[config.mk]
export PLATFORM = sky130hd
export DESIGN_NAME = ascon_state_loader
export DESIGN_NICKNAME = d
export VERILOG_FILES = /design/src/rtl/ascon_state_loader.sv
export SDC_FILE = /design/constraint.sdc
export NUM_CORES = 1
export LEC_CHECK = 0
export CORE_ASPECT_RATIO = 1.1
export CORE_UTILIZATION = 30
export CTS_CLUSTER_DIAMETER = 30
export DETAILED_ROUTE_END_ITERATION = 10
export DONT_BUFFER_PORTS = 1
export PLACE_DENSITY = 0.48
export SYNTH_ARGS = -nofsm -noshare
export SYNTH_HDL_FRONTEND = slang
export SYNTH_SLANG_ARGS = --single-unit
[constraint.sdc]
create_clock -name clk -period 3.3 [get_ports clk]
set_input_delay 0.495 -clock clk [delete_from_list [all_inputs] [get_ports clk]]
set_output_delay 0.495 -clock clk [all_outputs]
set_load 0.02 [all_outputs]
[src/rtl/ascon_state_loader.sv]
`default_nettype none
// ============================================================================
// Module      : ascon_state_loader
// Description : Loads IV/key/nonce bit-serially into the one-round Ascon
//               permutation and streams the per-round constant. The abort
//               input exists only when ASCON_LOADER_ABORT_EN is defined.
// Revision    : 1.0 - initial release
// ============================================================================
module ascon_state_loader #(
    parameter int ROUNDS       = 6,
    parameter int ROUND_PERIOD = 448,
    parameter int CONST_OFS    = 56
) (
    input  logic         clk,
    input  logic         rst,
    input  logic         in_valid,
    output logic         in_ready,
    input  logic [63:0]  iv,
    input  logic [127:0] key,
    input  logic [127:0] nonce,
`ifdef ASCON_LOADER_ABORT_EN
    input  logic         abort,
`endif
    output logic [4:0]   input_data,
    output logic         constant,
    output logic         start_permutation,
    output logic [3:0]   iteration,
    output logic         busy,
    output logic         done
);

    localparam int CNT_W = $clog2(ROUND_PERIOD);

    typedef enum logic [1:0] {
        S_IDLE = 2'd0,
        S_LOAD = 2'd1,
        S_RUN  = 2'd2,
        S_DONE = 2'd3
    } state_t;

    state_t             state;
    logic [CNT_W-1:0]   tcnt;
    logic [3:0]         rcnt;
    logic [63:0]        iv_sr;
    logic [63:0]        key_hi_sr;
    logic [63:0]        key_lo_sr;
    logic [63:0]        nonce_hi_sr;
    logic [63:0]        nonce_lo_sr;

    logic               t_wrap;
    logic [CNT_W-1:0]   t_nxt;
    logic [3:0]         r_nxt;
    logic               last_cycle;
    logic               load_last;
    logic               abort_hit;

    assign t_wrap     = (tcnt == CNT_W'(ROUND_PERIOD - 1));
    assign t_nxt      = t_wrap ? '0 : tcnt + 1'b1;
    assign r_nxt      = t_wrap ? rcnt + 4'd1 : rcnt;
    assign last_cycle = t_wrap && (rcnt == 4'(ROUNDS - 1));
    assign load_last  = (rcnt == 4'd0) && (tcnt == CNT_W'(63));
    assign iteration  = 4'(ROUNDS);

`ifdef ASCON_LOADER_ABORT_EN
    assign abort_hit = abort && (state == S_LOAD || state == S_RUN);
`else
    assign abort_hit = 1'b0;
`endif

    // Round constant i is {15-i, i}, which reproduces f0 e1 d2 ... 4b.
    function automatic logic const_bit(input logic [3:0] rnd, input logic [CNT_W-1:0] tt);
        int unsigned ti;
        int unsigned ci;
        int unsigned b;
        logic [7:0]  cr;
        ti = 32'(tt);
        ci = 32'(12 - ROUNDS) + 32'(rnd);
        cr = {4'(15 - ci), 4'(ci)};
        if (ti >= CONST_OFS && ti < CONST_OFS + 8) begin
            b = CONST_OFS + 7 - ti;
            return cr[b[2:0]];
        end
        return 1'b0;
    endfunction

    always_ff @(posedge clk or negedge rst) begin
        if (!rst) begin
            state             <= S_IDLE;
            tcnt              <= '0;
            rcnt              <= '0;
            iv_sr             <= '0;
            key_hi_sr         <= '0;
            key_lo_sr         <= '0;
            nonce_hi_sr       <= '0;
            nonce_lo_sr       <= '0;
            input_data        <= '0;
            constant          <= 1'b0;
            start_permutation <= 1'b0;
            busy              <= 1'b0;
            done              <= 1'b0;
            in_ready          <= 1'b1;
        end else if (abort_hit) begin
            state             <= S_IDLE;
            tcnt              <= '0;
            rcnt              <= '0;
            iv_sr             <= '0;
            key_hi_sr         <= '0;
            key_lo_sr         <= '0;
            nonce_hi_sr       <= '0;
            nonce_lo_sr       <= '0;
            input_data        <= '0;
            constant          <= 1'b0;
            start_permutation <= 1'b0;
            busy              <= 1'b0;
            done              <= 1'b0;
            in_ready          <= 1'b1;
        end else begin
            case (state)
                S_IDLE: begin
                    if (in_valid && in_ready) begin
                        // Bit 63 goes straight out; the shifters hold the remainder.
                        state             <= S_LOAD;
                        tcnt              <= '0;
                        rcnt              <= '0;
                        input_data        <= {iv[63], key[127], key[63], nonce[127], nonce[63]};
                        iv_sr             <= {iv[62:0], 1'b0};
                        key_hi_sr         <= {key[126:64], 1'b0};
                        key_lo_sr         <= {key[62:0], 1'b0};
                        nonce_hi_sr       <= {nonce[126:64], 1'b0};
                        nonce_lo_sr       <= {nonce[62:0], 1'b0};
                        constant          <= const_bit(4'd0, '0);
                        start_permutation <= 1'b1;
                        busy              <= 1'b1;
                        in_ready          <= 1'b0;
                    end
                end
                S_LOAD, S_RUN: begin
                    tcnt <= t_nxt;
                    rcnt <= r_nxt;
                    if (state == S_LOAD && !load_last) begin
                        input_data  <= {iv_sr[63], key_hi_sr[63], key_lo_sr[63],
                                        nonce_hi_sr[63], nonce_lo_sr[63]};
                        iv_sr       <= {iv_sr[62:0], 1'b0};
                        key_hi_sr   <= {key_hi_sr[62:0], 1'b0};
                        key_lo_sr   <= {key_lo_sr[62:0], 1'b0};
                        nonce_hi_sr <= {nonce_hi_sr[62:0], 1'b0};
                        nonce_lo_sr <= {nonce_lo_sr[62:0], 1'b0};
                    end else begin
                        input_data  <= '0;
                    end
                    if (last_cycle) begin
                        state             <= S_DONE;
                        constant          <= 1'b0;
                        start_permutation <= 1'b0;
                        busy              <= 1'b0;
                        done              <= 1'b1;
                    end else begin
                        constant <= const_bit(r_nxt, t_nxt);
                        if (state == S_LOAD && load_last) begin
                            state <= S_RUN;
                        end
                    end
                end
                S_DONE: begin
                    state    <= S_IDLE;
                    done     <= 1'b0;
                    in_ready <= 1'b1;
                end
                default: begin
                    state <= S_IDLE;
                end
            endcase
        end
    end

endmodule
`default_nettype wire
Word level (Yosys, flattened, before mapping)
Index checks and enable logic that the tools add are counted.

Register bits after elaboration: 344. Latch bits: 0. Memory bits (writable): 0. ROM bits: 0. Input bits: 323. Memories kept: 0.

Add/sub/neg operators: 5. Multiply operators: 0. Div/mod/pow operators: 0. Order comparisons: 3. Equal/unequal tests: 10. Shifts and indexed selects: 0. Mux-type cells: 44. Bitwise logic cells: 0. Reductions and logical operators: 19.

Operators with widths (count): 64-bit 2-to-1 mux (10); 64-bit one-hot mux with 2 select lines (5); 9-bit 2-to-1 mux (2); 9-bit one-hot mux with 2 select lines (1); 1-bit 2-to-1 mux (11); 5-bit 2-to-1 mux (2); 5-bit one-hot mux with 2 select lines (1); 9-bit by 1-bit adder with 9-bit output, second input constant (1); 9-bit by 6-bit equality test with 1-bit output, second input constant (1); 9-bit equality test, second input constant (1); 9-bit by 6-bit greater-or-equal comparator with 1-bit output, second input constant (1); 9-bit by 7-bit < comparator with 1-bit output, second input constant (1); 4-bit 2-to-1 mux (2); 1-bit one-hot mux with 2 select lines (4); 4-bit one-hot mux with 2 select lines (1); 2-bit AND reduction (4); 1-bit logical AND (6); 2-bit 2-to-1 mux (3); 2-bit inequality test, second input constant (3); 2-bit one-hot mux with 3 select lines (1); 3-bit AND reduction (2); 2-bit nonzero test (3); 3-bit by 4-bit adder with 4-bit output, first input constant (1); 4-bit by 1-bit adder with 4-bit output, second input constant (1); 12 further kinds (13).

Longest topological paths before layout
Gate-level depths: netlist (run 1).

Depth after elaboration: 10. Gate-level depth with buffers: 11. Mapped depth without buffers: 8.

Least setup slack after synthesis (run 1)
Ideal clock, no wire load.

Kind: register -> register. Start: register tcnt[0]. End: register key_hi_sr[4]. Setup time: 0.131 ns. Arrival time: 2.047 ns. Data required time: 3.169 ns. Slack: 1.122 ns. Cell stages (with the launch flop): 10. Clock period less this slack: 2.178 ns. Path through: dfrtp_1 ha_1 buf_4 nand2_1 or3_4 o21ai_2 a21o_2 buf_4 clkbuf_2 o21ai_1.

Longest elaborated chain between the ends: 6.

RTL lines: start, declared (RTL line 42) `logic [CNT_W-1:0] tcnt;`; start signal, assigned (RTL line 138) `tcnt <= t_nxt;`; 9-bit by 6-bit equality test with 1-bit output (RTL line 61) `assign load_last = (rcnt == 4'd0) && (tcnt == CNT_W'(63));`; 1-bit logical AND (RTL line 61); 1-bit zero test (RTL line 140) `if (state == S_LOAD && !load_last) begin`; 1-bit logical AND (RTL line 140); 2-bit inequality test (no line); 3-bit AND reduction (no line); end signal, assigned (RTL line 127) `key_hi_sr <= {key[126:64], 1'b0};`; end signal, assigned (RTL line 144) `key_hi_sr <= {key_hi_sr[62:0], 1'b0};`; end, declared (RTL line 45) `logic [63:0] key_hi_sr;`.

Every way passes these cells. A chain may end at the register's enable or synchronous reset.

Worst setup path after layout (run 1)
Start: register tcnt[0]. End: register nonce_lo_sr[49].

Longest elaborated chain between the ends: 6.

RTL lines: 9-bit by 6-bit equality test with 1-bit output (RTL line 61); 1-bit logical AND (RTL line 61); 1-bit zero test (RTL line 140); 1-bit logical AND (RTL line 140); 2-bit inequality test (no line); 3-bit AND reduction (no line); end signal, assigned (RTL line 130) `nonce_lo_sr <= {nonce[62:0], 1'b0};`; end signal, assigned (RTL line 147) `nonce_lo_sr <= {nonce_lo_sr[62:0], 1'b0};`; end, declared (RTL line 48) `logic [63:0] nonce_lo_sr;`.

Every way passes these cells.

==> summary.txt, run 1 <==
Detailed routing
  • WL final: approximately 40000 um
  • Iter 0 DRT Violations: ~610
  • Pre-antenna DRT Iters: 4
  • DR vias: 10803
  • Post-route DRC: 0
  • Wire length per cell: ~17 um
  • Vias/cell: 4.68
  • Final ANT Viol Nets: 0

Placement
  • Port bufs: 0
  • Detail Placement HPWL: 25300 um
  • Setup WS pre-CTS: between 0.4 and 0.5 ns
  • Placer Congestion: a little under 0.8

Outcome
  • Outcome: complete, but fails checks
  • Failing checks: hold timing

CTS
  • CTS clk-pin slew, worst paths: ~0.040 ns
  • H-tree levels: 3
  • # resized after CTS: 0
  • Hold buffers post-CTS: 6
  • Worst-Skew Late Latency: 0.61 ns
  • Post-CTS Setup Repair Bufs: 0
  • CTS Sinks: 339
  • CTS tree: yes
  • CTS buffer count: 95
  • Clock buffer depth: 3
  • Clock root cell: clkbuf_16

STA
  • Unrepaired setup endpoints after global routing: false
  • Max Transition Viols Final: 0
  • Setup Total Neg Slack: 0 ns
  • Min Tclk post-route: 2.81 ns
  • Relative slew margins: 0.260
  • Peak Freq: 0.356 GHz
  • Clock Skews: between 0.02 and 0.03 ns
  • Hold slack: -0.402 ns
  • Setup Viol. Count Final: 0
  • Slew @ Worst Pin: ~1.1 ns
  • Final Hold Fails: 339
  • Setup slack after layout: just under 0.5 ns
  • Fin crit share: 0.852

Final layout
  • Share of cells above drive strength 1: 0.123
  • Area grow syn2layout: 22.9%
  • Commonest non-fill, non-tap cell in the layout: dfrtp_1
  • ANT cells: 0
  • Commonest non-fill, non-tap cells in the layout: dfrtp_1, nand2_1, mux2i_1
  • Final net count: 1885

Synth
  • Syn Inst Count: 1550
  • Synth Flop Type: dfrtp_1
  • #FFs+latches synth: approximately 340
  • Synth area leaders: dfrtp_1, mux2i_1, nand2_1
  • Number of synthesized flops with an enable pin: 0
  • Post-synth ARST share: 1.00
  • Syn_area_per_cell: about 10 um2
  • Yosys cell types: 54
  • Post-synth top area cell: dfrtp_1
  • Post-Syn Area: 16100 um2
  • Synth top area share: 0.524
  • Sequential-to-total area share from yosys stat: 0.526
  • Warnings, synthesis: 0

Global routing
  • Total track usage: 0.146
  • Vias in the first global route: 11258
  • Initial antenna violation count: 3
  • Overflow after GRT: 0
  • First-pass GRT wire length: around 63000 um
  • Largest net degree at the start of global routing: 340

Worst setup path
  • CP required: 3.75 ns
  • Worst Setup Start Kind: flop
  • CP arrival: 3.26 ns
  • Cell at the slowest stage of the critical path: dfrtp_1
  • Worst path bufs/invs: 1
  • CP Max Fanout: approximately 150
  • Setup crit end kind: flop
  • Critical Path Max Stage Delay: between 0.4 and 0.5 ns
  • CP top delay family: compound AO/OA/AOI/OAI gates
  • Cell Chain, Critical Path: ha_1 -> nand2_1 -> or3_4 -> o21ai_2 -> a21o_4 -> buf_12 -> o21ai_1
  • Kind of critical path: flop to flop

Floorplanning
  • Die H: ~250 um
  • Core Area: between 50000 and 60000 um2
  • Starting Density: 0.306
  • Die X: approximately 220 um
  • # rows: between 80 and 90
  • Boundary Pins: approximately 340
  • Die area: between 50000 and 60000 um2

Power
  • Leak Pwr: around 11 nW
  • VDD IR max: 0.430 mV
  • P per Cell Area: slightly below 700 nW/um2

Run
  • Number of max-cap violations: 0

Min path
  • Hold Crit Class: primary input to asynchronous set/reset pin
[stage by stage]
| stage | utilization | power (mW) | instances | area [um2] |
|---|---|---|---|---|
| 2_1_floorplan | - | 4.36 | 1552 | 16100 |
| 3_3_place_gp | 0.313 | 4.37 | 2126 | 16500 |
| 3_5_place_dp | 0.313 | 4.37 | 2126 | 16500 |
| 4_1_cts | 0.376 | 13.8 | 2307 | 19800 |
| 5_1_grt | 0.376 | 14.0 | 2307 | 19800 |
| 6_report | 0.376 | 13.5 | 2307 | 19800 |
[cell type report]
cell class	instances	area (um2)
repair buffers	27	318
clock buffers	137	2770
flip-flops and latches	339	8480
well taps	675	845
inverters	11	41.3
multi-input cells	1080	6890
clock inverters	38	495
fillers	5138	32900
[path summary, 6_finish.rpt]
| kind | startpoint | endpoint | slack (ns) | depth (start not counted) |
|---|---|---|---|---|
| setup / recovery | tcnt[0]$_DFFE_PN0P_ | nonce_lo_sr[49]$_DFFE_PN0P_ | 0.49 | 7 |
| hold / removal | rst | tcnt[1]$_DFFE_PN0P_ | -0.40 | 0 |
| setup reg to reg | tcnt[0]$_DFFE_PN0P_ | nonce_lo_sr[49]$_DFFE_PN0P_ | 0.49 | 7 |
| hold reg to reg | key_lo_sr[57]$_DFFE_PN0P_ | key_lo_sr[57]$_DFFE_PN0P_ | 0.47 | 2 |
| max in group asynchronous | rst | iv_sr[8]$_DFFE_PN0P_ | 2.79 | 0 |
| min in group clk | nonce[127] | input_data[1]$_DFFE_PN0P_ | 0.05 | 2 |
[logic make-up after synthesis]
group	synth area share
DFF	0.526
adders and majority gates	0.00620
and+or+nand+nor	0.0943
buffers and inverters	0.0493
other	0.000465
xor gates and xnor gates	0.00217
AOI/OAI and AO/OA	0.129
muxes	0.193
[synth_stat cells (8+ instances only)]
| cell | count |
|---|---|
| buf_6 | 23 |
| clkbuf_2 | 21 |
| buf_2 | 21 |
| buf_4 | 13 |
| nor2_1 | 15 |
| dfrtp_1 | 338 |
| nand3_1 | 8 |
| inv_1 | 11 |
| a21oi_1 | 11 |
| a22o_1 | 8 |
| ha_1 | 8 |
| o21ai_0 | 85 |
| nand2_1 | 327 |
| o21ai_2 | 20 |
| clkbuf_1 | 42 |
| o21ai_1 | 232 |
| mux2i_1 | 311 |
[routing by layer]
layer / GRT usage / share of wire / wire length, um / vias up
met3: 0.0622 / 0.086 / 3380 / 66
li1: - / - / - / 5426
met5: 0 / 0.0010 / 39 / -
met4: 0.0680 / 0.028 / 1090 / 6
met2: 0.221 / 0.45 / 17800 / 293
met1: 0.178 / 0.43 / 16800 / 5012
[where the power goes]
group | switching (mW) | internal [mW] | total (mW)
clock network | 2.62 | 6.59 | 9.21
registers | 0.0293 | 4.22 | 4.25
logic | 0.0287 | 0.0411 | 0.0698
[registers in the layout (all words and copies together) (netlist names)]
| signal | count |
|---|---|
| key_lo_sr | 63 |
| in_ready | 1 |
| iv_sr | 63 |
| busy | 1 |
| nonce_hi_sr | 63 |
| tcnt | 9 |
| constant | 1 |
| done | 1 |
| key_hi_sr | 63 |
| state | 2 |
| nonce_lo_sr | 63 |
| input_data | 5 |
| rcnt | 4 |
(Power assumes the default switching activity.)
==> inputs of run 2 (changes only) <==
- CORE_MARGIN: unset -> 10
==> run 2 against run 1 <==
The flow finishes with violations (hold timing, slew limit). Routed wire length is 6.8% higher. Via count increased by 0.71%. Clock-buffer cell count shrank 7. Total power is 0.29% lower. Core utilization shrank 0.31 points. Critical path type unchanged. Highest routed layer unchanged.
==> summary.txt, run 2 (synthesized netlist as in run 1, its figures left out) <==
Outcome
  • Outcome: complete, but fails checks (unchanged)
  • Failing checks: hold timing, slew limit (was hold timing)

CTS
  • CTS buffer count: 91 (was 95)
  • Clock buffer depth: 3 (unchanged)
  • # resized after CTS: 0 (unchanged)
  • Post-CTS Setup Repair Bufs: 0 (unchanged)
  • CTS tree: yes (unchanged)
  • CTS clk-pin slew, worst paths: 0.04 ns (about the same)
  • H-tree levels: 3 (unchanged)
  • Hold buffers post-CTS: 9 (was 6)
  • CTS Sinks: 339 (unchanged)
  • Clock root cell: clkbuf_16 (unchanged)
  • Worst-Skew Late Latency: 0.62 ns (was 0.61 ns)

Detailed routing
  • Iter 0 DRT Violations: 622 (was 605)
  • Wire length per cell: 18.0 um (was 17.0 um)
  • WL final: 41800 um (was 39100 um)
  • Final ANT Viol Nets: 0 (unchanged)
  • Pre-antenna DRT Iters: 6 (was 4)
  • Post-route DRC: 0 (unchanged)
  • Vias/cell: 4.69 (was 4.68)
  • DR vias: 10880 (was 10803)

Power
  • Sequential share of power: 0.315 (was 0.314)
  • Leak Pwr: 10.6 nW (about the same)
  • VDD IR max: 0.494 mV (was 0.430 mV)
  • Tot Pwr: 13.5 mW (about the same)
  • P per Cell Area: 677 nW/um2 (was 682 nW/um2)
  • Switching Power: 2.68 mW (about the same)
  • Power Internal: 10.8 mW (about the same)
  • Gate power share: 0.005 (about the same)
  • Clk pwr share: 0.680 (was 0.681)
  • Switching portion of total power: 0.199 (was 0.198)

Run
  • Number of max-cap violations: 0 (unchanged)

Global routing
  • Largest net degree at the start of global routing: 340 (unchanged)
  • Vias in the first global route: 11276 (was 11258)
  • First-pass GRT wire length: 65400 um (was 62800 um)
  • Total track usage: 0.131 (was 0.146)
  • Overflow after GRT: 0 (unchanged)
  • Initial antenna violation count: 6 (was 3)

STA
  • Setup Viol. Count Final: 0 (unchanged)
  • Max Transition Viols Final: 95 (was 0)
  • Unrepaired setup endpoints after global routing: false (unchanged)
  • Min Tclk post-route: 2.83 ns (was 2.81 ns)
  • Peak Freq: 0.354 GHz (was 0.356 GHz)
  • Clock Skews: 0.0219 ns (was 0.0279 ns)
  • Final Hold Fails: 338 (was 339)
  • Relative slew margins: -0.0863 (was 0.260)
  • Slew @ Worst Pin: 1.63 ns (was 1.11 ns)
  • Setup Total Neg Slack: 0 ns (unchanged)
  • Hold slack: -0.410 ns (was -0.402 ns)
  • Fin crit share: 0.857 (was 0.852)

Final layout
  • Commonest non-fill, non-tap cells in the layout: dfrtp_1, nand2_1, mux2i_1 (unchanged)
  • Design Area, Final: 19900 um2 (was 19800 um2)
  • Area grow syn2layout: 23.6% (was 22.9%)
  • Share of cells above drive strength 1: 0.128 (was 0.123)
  • Commonest non-fill, non-tap cell in the layout: dfrtp_1 (unchanged)
  • Final net count: 1894 (was 1885)

Worst setup path
  • Setup crit end kind: flop (unchanged)
  • Kind of critical path: flop to flop (unchanged)
  • CP Max Fanout: 65 (was 151)
  • CP required: 3.82 ns (was 3.75 ns)
  • Flop2flop setup slack: 0.47 ns (was 0.49 ns)
  • Worst r2r dst: nonce_lo_sr[40]$_DFFE_PN0P_ (was nonce_lo_sr[49]$_DFFE_PN0P_)
  • Reg2Reg Depth: 8 (was 7)
  • CP arrival: 3.35 ns (was 3.26 ns)
  • R2R Path Start: tcnt[0]$_DFFE_PN0P_ (unchanged)
  • Crit path launch: tcnt[0]$_DFFE_PN0P_ (unchanged)
  • Worst Setup Start Kind: flop (unchanged)

Min path
  • Hold Crit Class: primary input to asynchronous set/reset pin (unchanged)

Floorplanning
  • Starting Density: 0.302 (was 0.306)
  • Core Area: 53500 um2 (was 52700 um2)
  • Die area: 63500 um2 (was 54700 um2)
  • Boundary Pins: 337 (unchanged)
  • Die X: 241 um (was 223 um)
  • Die H: 263 um (was 245 um)
  • # rows: 89 (was 88)

Placement
  • Detail Placement HPWL: 28500 um (was 25300 um)
  • Placer Congestion: 0.738 (was 0.772)
  • DP Area: 16600 um2 (was 16500 um2)
  • Port bufs: 0 (unchanged)
==> run 2: stage by stage <==
stage | cells | util | worst slack (ns) | hold WS (ns)
global route | 2318 | 0.373 | 0.199 | -0.461
detailed placement | 2143 | 0.311 | 0.471 | 0.219
finish | 2321 | 0.373 | 0.471 | -0.410
floorplan | 1552 | - | 1.12 | 0.199
CTS | 2318 | 0.373 | 0.435 | -0.458
global placement | 2143 | 0.311 | 0.553 | 0.219
==> run 2: cell type report <==
class	count	area (um2)
Sequential cell	339	8480
Tap cell	682	853
Multi-Input combinational cell	1080	6890
Antenna cell	3	7.51
Timing Repair Buffer	40	423
Inverter	11	41.3
Clock inverter	36	592
Clock buffer	130	2650
Fill cell	5367	33500
==> run 2: worst max-delay path: stages (launching register included) <==
cell     delay (ns)
dfrtp_1        0.48
ha_1           0.39
nand2_1        0.19
or3_4          0.38
o21ai_2        0.21
a21o_4         0.29
buf_4          0.54
nand2_1        0.12
o21ai_1        0.11
==> run 2: how the worst max path moves through the flow <==
stage,to,slack (ns),cells past startpoint
CTS,nonce_lo_sr[40]$_DFFE_PN0P_,0.44,8
finish,nonce_lo_sr[40]$_DFFE_PN0P_,0.47,8
global placement,nonce_lo_sr[1]$_DFFE_PN0P_,0.55,7
floorplan,key_hi_sr[4]$_DFFE_PN0P_,1.12,9
detailed placement,nonce_lo_sr[27]$_DFFE_PN0P_,0.47,8
global route,nonce_lo_sr[25]$_DFFE_PN0P_,0.20,8
==> run 2: layer usage <==
metal  routed length, um  up-vias  GRT usage
met3                3780       85     0.0585
li1                    -     5446          -
met2               19300      268      0.202
met4                 957       10     0.0534
met1               17600     5071      0.157
met5                  57        -          0
==> run 2: power groups by stage <==
stage	Combinational [mW]	Clock, mW	Sequential, mW
2_1_floorplan	0.0595	0	4.30
3_3_place_gp	0.0619	0	4.30
3_5_place_dp	0.0641	0	4.31
4_1_cts	0.0738	9.40	4.25
5_1_grt	0.0819	9.62	4.25
6_report	0.0721	9.17	4.25
==> inputs of run 3 (changes only) <==
- CAP_MARGIN: unset -> 10
==> results of run 3 <==
No change in the layout: final DEF, timing and power equal those of run 2.
